<file path="config.mk">
export PLATFORM = sky130hd
export DESIGN_NAME = ch1_sweep_freq
export DESIGN_NICKNAME = d
export VERILOG_FILES = /design/src/rtl/ch1_sweep_freq.sv
export SDC_FILE = /design/constraint.sdc
export NUM_CORES = 1
export LEC_CHECK = 0
export CORE_ASPECT_RATIO = 1.25
export CORE_MARGIN = 8
export CORE_UTILIZATION = 50
export DETAILED_ROUTE_END_ITERATION = 10
export PLACE_DENSITY = 0.73
export SLEW_MARGIN = 20
export SYNTH_ARGS = -nofsm -noshare
export SYNTH_HDL_FRONTEND = slang
export SYNTH_SLANG_ARGS = --single-unit
</file>
<file path="constraint.sdc">
create_clock -name ajer_2mhz -period 5.8 [get_ports ajer_2mhz]
set_input_delay 1.74 -clock ajer_2mhz [delete_from_list [all_inputs] [get_ports ajer_2mhz]]
set_output_delay 1.74 -clock ajer_2mhz [all_outputs]
set_load 0.02 [all_outputs]
</file>
<file path="src/rtl/ch1_sweep_freq.sv">
// Square channel 1 frequency datapath: frequency register, sweep shadow shifter,
// sweep adder/subtractor and 11-bit period counter with overflow pulse.
module ch1_sweep_freq #(
    parameter int unsigned FREQ_W = 11
) (
    input  logic              ajer_2mhz,
    input  logic              apu_reset,
    input  logic [7:0]        d,
    input  logic              apu_wr,
    input  logic              ff13,
    input  logic              ff14,
    input  logic              ff10_d3,
    input  logic              ch1_restart,
    input  logic              ch1_ld_shift,
    input  logic              ch1_shift_clk,
    input  logic              ch1_freq_upd1,
    input  logic              ch1_freq_upd2,
    input  logic              cnt_tick,
    output logic [FREQ_W-1:0] freq,
    output logic              copu,
    output logic              atys
);

    logic [FREQ_W-1:0] r_freq;
    logic [FREQ_W-1:0] r_sh;
    logic [FREQ_W-1:0] r_cnt;
    logic              r_copu;

    logic [FREQ_W-1:0] w_diff;
    logic [FREQ_W:0]   w_sum;
    logic              w_atys;
    logic [FREQ_W-1:0] w_freq_nxt;
    logic              w_ovf;

    always_comb begin
        w_diff = r_freq - r_sh;
        if (ff10_d3) begin
            w_sum = {1'b0, w_diff};
        end else begin
            w_sum = {1'b0, r_freq} + {1'b0, r_sh};
        end
        w_atys = !(!ff10_d3 && w_sum[FREQ_W]);

        // Sweep commit first, then CPU byte writes override only the bits they touch
        w_freq_nxt = r_freq;
        if (ch1_freq_upd1 && w_atys) begin
            w_freq_nxt = w_sum[FREQ_W-1:0];
        end
        if (apu_wr && ff13) begin
            w_freq_nxt[7:0] = d;
        end
        if (apu_wr && ff14) begin
            w_freq_nxt[FREQ_W-1:8] = d[FREQ_W-9:0];
        end

        w_ovf = cnt_tick && (r_cnt == '1);
    end

    always_ff @(posedge ajer_2mhz) begin
        if (apu_reset) begin
            r_freq <= '0;
            r_sh   <= '0;
            r_cnt  <= '0;
            r_copu <= 1'b0;
        end else begin
            r_freq <= w_freq_nxt;

            if (ch1_freq_upd2 || ch1_ld_shift) begin
                r_sh <= r_freq;
            end else if (ch1_shift_clk) begin
                r_sh <= r_sh >> 1;
            end

            if (ch1_restart) begin
                r_cnt  <= r_freq;
                r_copu <= 1'b0;
            end else if (w_ovf) begin
                r_cnt  <= r_freq;
                r_copu <= 1'b1;
            end else begin
                if (cnt_tick) begin
                    r_cnt <= r_cnt + 1'b1;
                end
                r_copu <= 1'b0;
            end
        end
    end

    assign freq = r_freq;
    assign copu = r_copu;
    assign atys = w_atys;

endmodule

</file>
After elaboration in Yosys (flattened, before gate mapping) --
Cells that the tools add are included.
Storage, ports and cells: register bits 34, bits of input ports 20
Operators by class: add/subtract/negate cells 3, equal/unequal tests 1, muxes and demuxes 10, reductions and logical operators 13
Operator list (count):
- two-way mux 11 bit | 6
- adder 11 x 11 -> 12 bit | 1
- two-way mux 12 bit | 1
- adder 11 x 1 -> 11 bit (second input constant) | 1
- == test 11 bit (second input constant) | 1
- subtractor 11 bit | 1
- two-way mux 8 bit | 1
- nonzero test 2 bit | 3
- logical AND 1 bit | 5
- two-way mux 3 bit | 1
- nonzero test 3 bit | 1
- zero test 1 bit | 2
- OR reduction 2 bit | 1
- logical OR 1 bit | 1
- two-way mux 1 bit | 1

Logic depth before layout (Yosys ltp) --
depth after elaboration 7, depth in mapped cells 11

Worst setup path after synthesis --
No wires, ideal clock.
kind input to output, from in ff10_d3, to out atys, arrival time 2.476 ns, required time 4.060 ns, slack 1.584 ns, stages on the path 3, cell sequence clkbuf_1 > clkbuf_1 > a21o_1
On the way: longest elaborated chain between the ends 3, elaborated cells between the ends (all ways) 4
RTL lines:
- start, declared | line 12 | input logic ff10_d3,
- two-way mux 12 bit or zero test 1 bit (tied branches) | line 37, 42
- logical AND 1 bit * | line 42 | w_atys = !(!ff10_d3 && w_sum[FREQ_W]);
- zero test 1 bit * | line 42
- end, declared | line 21 | output logic atys
Every way passes the cells marked *; elsewhere a longest branch is shown, timed or not.

Final worst setup path --
Ends and elaborated chain as after synthesis.

==> results.txt <==
The routed wire length is 7000 microns. The fraction of final layout cells sized beyond drive strength 1 is 0.0678. The routed length on met3 is 263 microns. The fmax is 0.206 GHz. The total routed wire length on the met1 layer came out at 3220 microns. The clock tree root driver cell is clkbuf_8. The number of global-route vias before repair came out at 2398. The height of the die is 97.2 microns.

The clock passes through at most 2 buffers. The distinct cell type count after synthesis is 53. The highest ir drop seen on vdd came out at 0.0959 mV.

For the pin with the worst max-slew slack, the measured transition is 713 ps. The flow ran to the end, and the final reports show no timing, DRC or antenna violations. The setup TNS came out at 0 ps. The total count of hold-check failures in the final report came out at 0. The worst clock skew on the final layout is 7.45 ps. The signal on the critical path passes through clkdlybuf4s50_1 -> buf_4 -> a21o_1 -> clkdlybuf4s50_1. The most used flip-flop cell after synthesis is dfxtp_1. The routed layout has 2528 vias.

The final count of pins violating max slew is 0. The number of antenna violations at the first check in global routing is 0. The half-perimeter wire length after placement came out at 5260 microns.

Counting flops with an async set or reset pin after synthesis yields a share of 0. At the later pin of the worst-skew pair, clock insertion delay measures 290 ps. Entering global routing, the biggest net connects 31 pins.

The count of nets left with antenna violations after detail routing is 0. The worst relative slew slack is 0.523. The total nets after synthesis is 386.

In the synthesized netlist, the number of instances is 342. On the worst path, the slowest cell contributes a delay of 600 ps. The number of cells on the worst hold path came out at 2.

Power comes to 0.741 mW. After detailed routing, the average wire length per cell comes to 16.2 microns. The clock tree synthesis step divided the H-tree into 2 levels. Among cell families on the critical path, the largest total delay comes from buffers and inverters. The remaining global-route overflow is 0.

The floorplan has 29 rows. The setup check on the worst reg-to-reg path leaves a slack of 3350 ps. The worst register-to-register path ends at freq[6]. For this configuration, the core starts out at a cell density of 0.519. The clock period minus final worst setup slack came out at 4850 ps. The static leakage came out at 1.20 nW.

The total power per unit cell area came out at 241 nW/um^2. The global placement routability congestion is 0.857. Measured in cells, the most critical reg-to-reg path has a length of 10. The count of endpoints failing setup in the final report came out at 0. The DRC violation count after routing came out at 0. The worst setup path is captured at an output port.

The global-route usage over all layers came out at 0.177. The placeable core region is 5080 sq um. The tightest min-delay check is of the register to register type.

The worst setup path is of the input port to output port kind. The flip-flop and latch count after synthesis came out at 34. The number of nets in the layout came out at 412. The biggest area contributor in the post-synthesis netlist is dfxtp_1. The initial detailed-routing violation count came out at 174.

The count of cells resized by post-cts repair is 0. The worst-path cell with the longest stage delay is clkdlybuf4s50_1. TritonCTS built the clock tree. In this run the most critical hold path is launched from r_cnt[0]. STA classifies the critical path startpoint as an input port.

The startpoint identified for the worst register-to-register timing path is freq[0]. The share of synthesized area in the top cell type comes to 0.258. The I/O pin total came out at 33. The number of clock buffers inserted by TritonCTS is 5. The clock input transition at the sequential cells of the worst setup and hold paths came out at 70 ps.

Summing every instance area after synthesis gives 2640 sq um. The detailed route wirelength on metal2 came out at 3420 microns. The share of the Yosys chip area taken by registers is 0.258. The highest layer touched by signal routing is met4. The number of antenna repair diodes came out at 0.

The buffering stage count on the worst path with inverters included came out at 3. The path with the worst hold slack has its endpoint at r_cnt[0]. The cell that appears most often on the critical path is clkdlybuf4s50_1. The data required time of the worst path is 4060 ps. The maximum fanout encountered on the critical timing path came out at 19.

In the post-synthesis netlist, the biggest area contributors are dfxtp_1 (26%), ha_1 (10%), nor2_1 (5.8%). The number of buffers inserted to repair setup after CTS is 0. The share of the clock period used by the worst path came out at 0.835.

The hold buffer count at cts is 0. The count of yosys warnings during synthesis is 0. The final hold slack is 496 ps. The synthesis-to-layout area growth is 16.4%. The sink count of the clock tree is 34.

The count of buffers added on input and output ports is 32. Setup repair after global routing left no endpoint under its margin. The synthesized area per cell is 7.72 sq um. In this run, synthesis inferred 0 flip-flops with an integrated enable. The detail-routed via count per cell came out at 5.87. The critical path data arrival time came out at 3110 ps.

The first TritonRoute pass finished after 4 iterations. The global-route wire length before repair is 11300 microns. The count of maximum capacitance violations is 0.

In this run the horizontal extent of the chip is 81.0 microns. The die area is 7870 sq um.
-- logic make-up (layout without fill, tap and decap cells) --
| logic type | count (synthesis) | in the layout | synth area share |
|---|---|---|---|
| compound gates | 97 | 97 | 0.245 |
| flops | 34 | 34 | 0.258 |
| fa+ha+maj | 24 | 24 | 0.119 |
| xor+xnor | 9 | 9 | 0.0299 |
| buf+inv | 37 | 64 | 0.0616 |
| simple gates | 129 | 129 | 0.241 |
| mux | 12 | 12 | 0.0455 |
-- metrics by stage --
| step | instances | setup WS (ps) | area (sq um) | util |
|---|---|---|---|---|
| 2_1_floorplan | 342 | 1580 | 2640 | - |
| 3_3_place_gp | 423 | 952 | 2980 | 0.586 |
| 3_5_place_dp | 423 | 962 | 2980 | 0.586 |
| 4_1_cts | 431 | 951 | 3070 | 0.604 |
| 5_1_grt | 431 | 906 | 3070 | 0.604 |
| 6_report | 431 | 954 | 3070 | 0.604 |
-- final cells by class --
type	instances	area, sq um
clock buffer	7	86.3
sequential	34	681
fill	478	2010
multi-input combinational	271	1800
inverter	20	75.1
tap	62	77.6
timing repair buffer	36	350
clock inverter	1	5.00
-- synth_stat cells (all sizes together) (6+ instances only) --
master / number
mux2i: 12
nand2: 26
dfxtp: 34
nor2b: 7
a211oi: 13
nor3: 11
a21oi: 28
o21ai: 23
buf: 8
nor2: 41
nor3b: 6
clkbuf: 9
ha: 22
nand3: 15
inv: 20
-- power by group --
part	internal [mW]	switching, mW	total [mW]	leakage (nW)
Combinational	0.117	0.148	0.266	0.876
Sequential	0.256	0.0341	0.290	0.280
Clock	0.0958	0.0898	0.186	0.0482
Total	0.469	0.272	0.741	1.20
-- state kept, by name (all words and copies together), names as in the netlist --
| signal | flops |
|---|---|
| freq | 11 |
| copu | 1 |
| r_cnt | 11 |
| r_sh | 11 |
-- metal layers --
layer  up-vias  track usage
li1       1287            -
met1      1188        0.216
met2        45        0.296
met3         8       0.0287
met4         0       0.0662
met5         -            0
-- cells in the final DEF, fill, tap and decap left out, drive strengths merged, types with 5 or more instances in the layout --
cell type      instances
a211oi                13
a21oi                 28
a31oi                  5
and2                   5
clkbuf                 7
clkdlybuf4s50         32
dfxtp                 34
ha                    22
inv                   20
mux2i                 12
nand2                 26
nand3                 15
nor2                  41
nor2b                  7
nor3                  11
nor3b                  6
o21ai                 23
xor2                   5
-- tightest hold or removal path, stage by stage, from the launching register on --
cell,delay [ps]
dfxtp_1,340
nand2_1,60
a21oi_1,50
-- worst max-delay path by stage --
stage	from	to	slack, ps	cells past startpoint
after floorplan	ff10_d3	atys	1580	3
after global placement	ff10_d3	atys	950	4
after CTS	ff10_d3	atys	950	4
final	ff10_d3	atys	950	4
after detailed placement	ff10_d3	atys	960	4
after global routing	ff10_d3	atys	910	4
No activity file was read; power rests on OpenSTA's default activity.
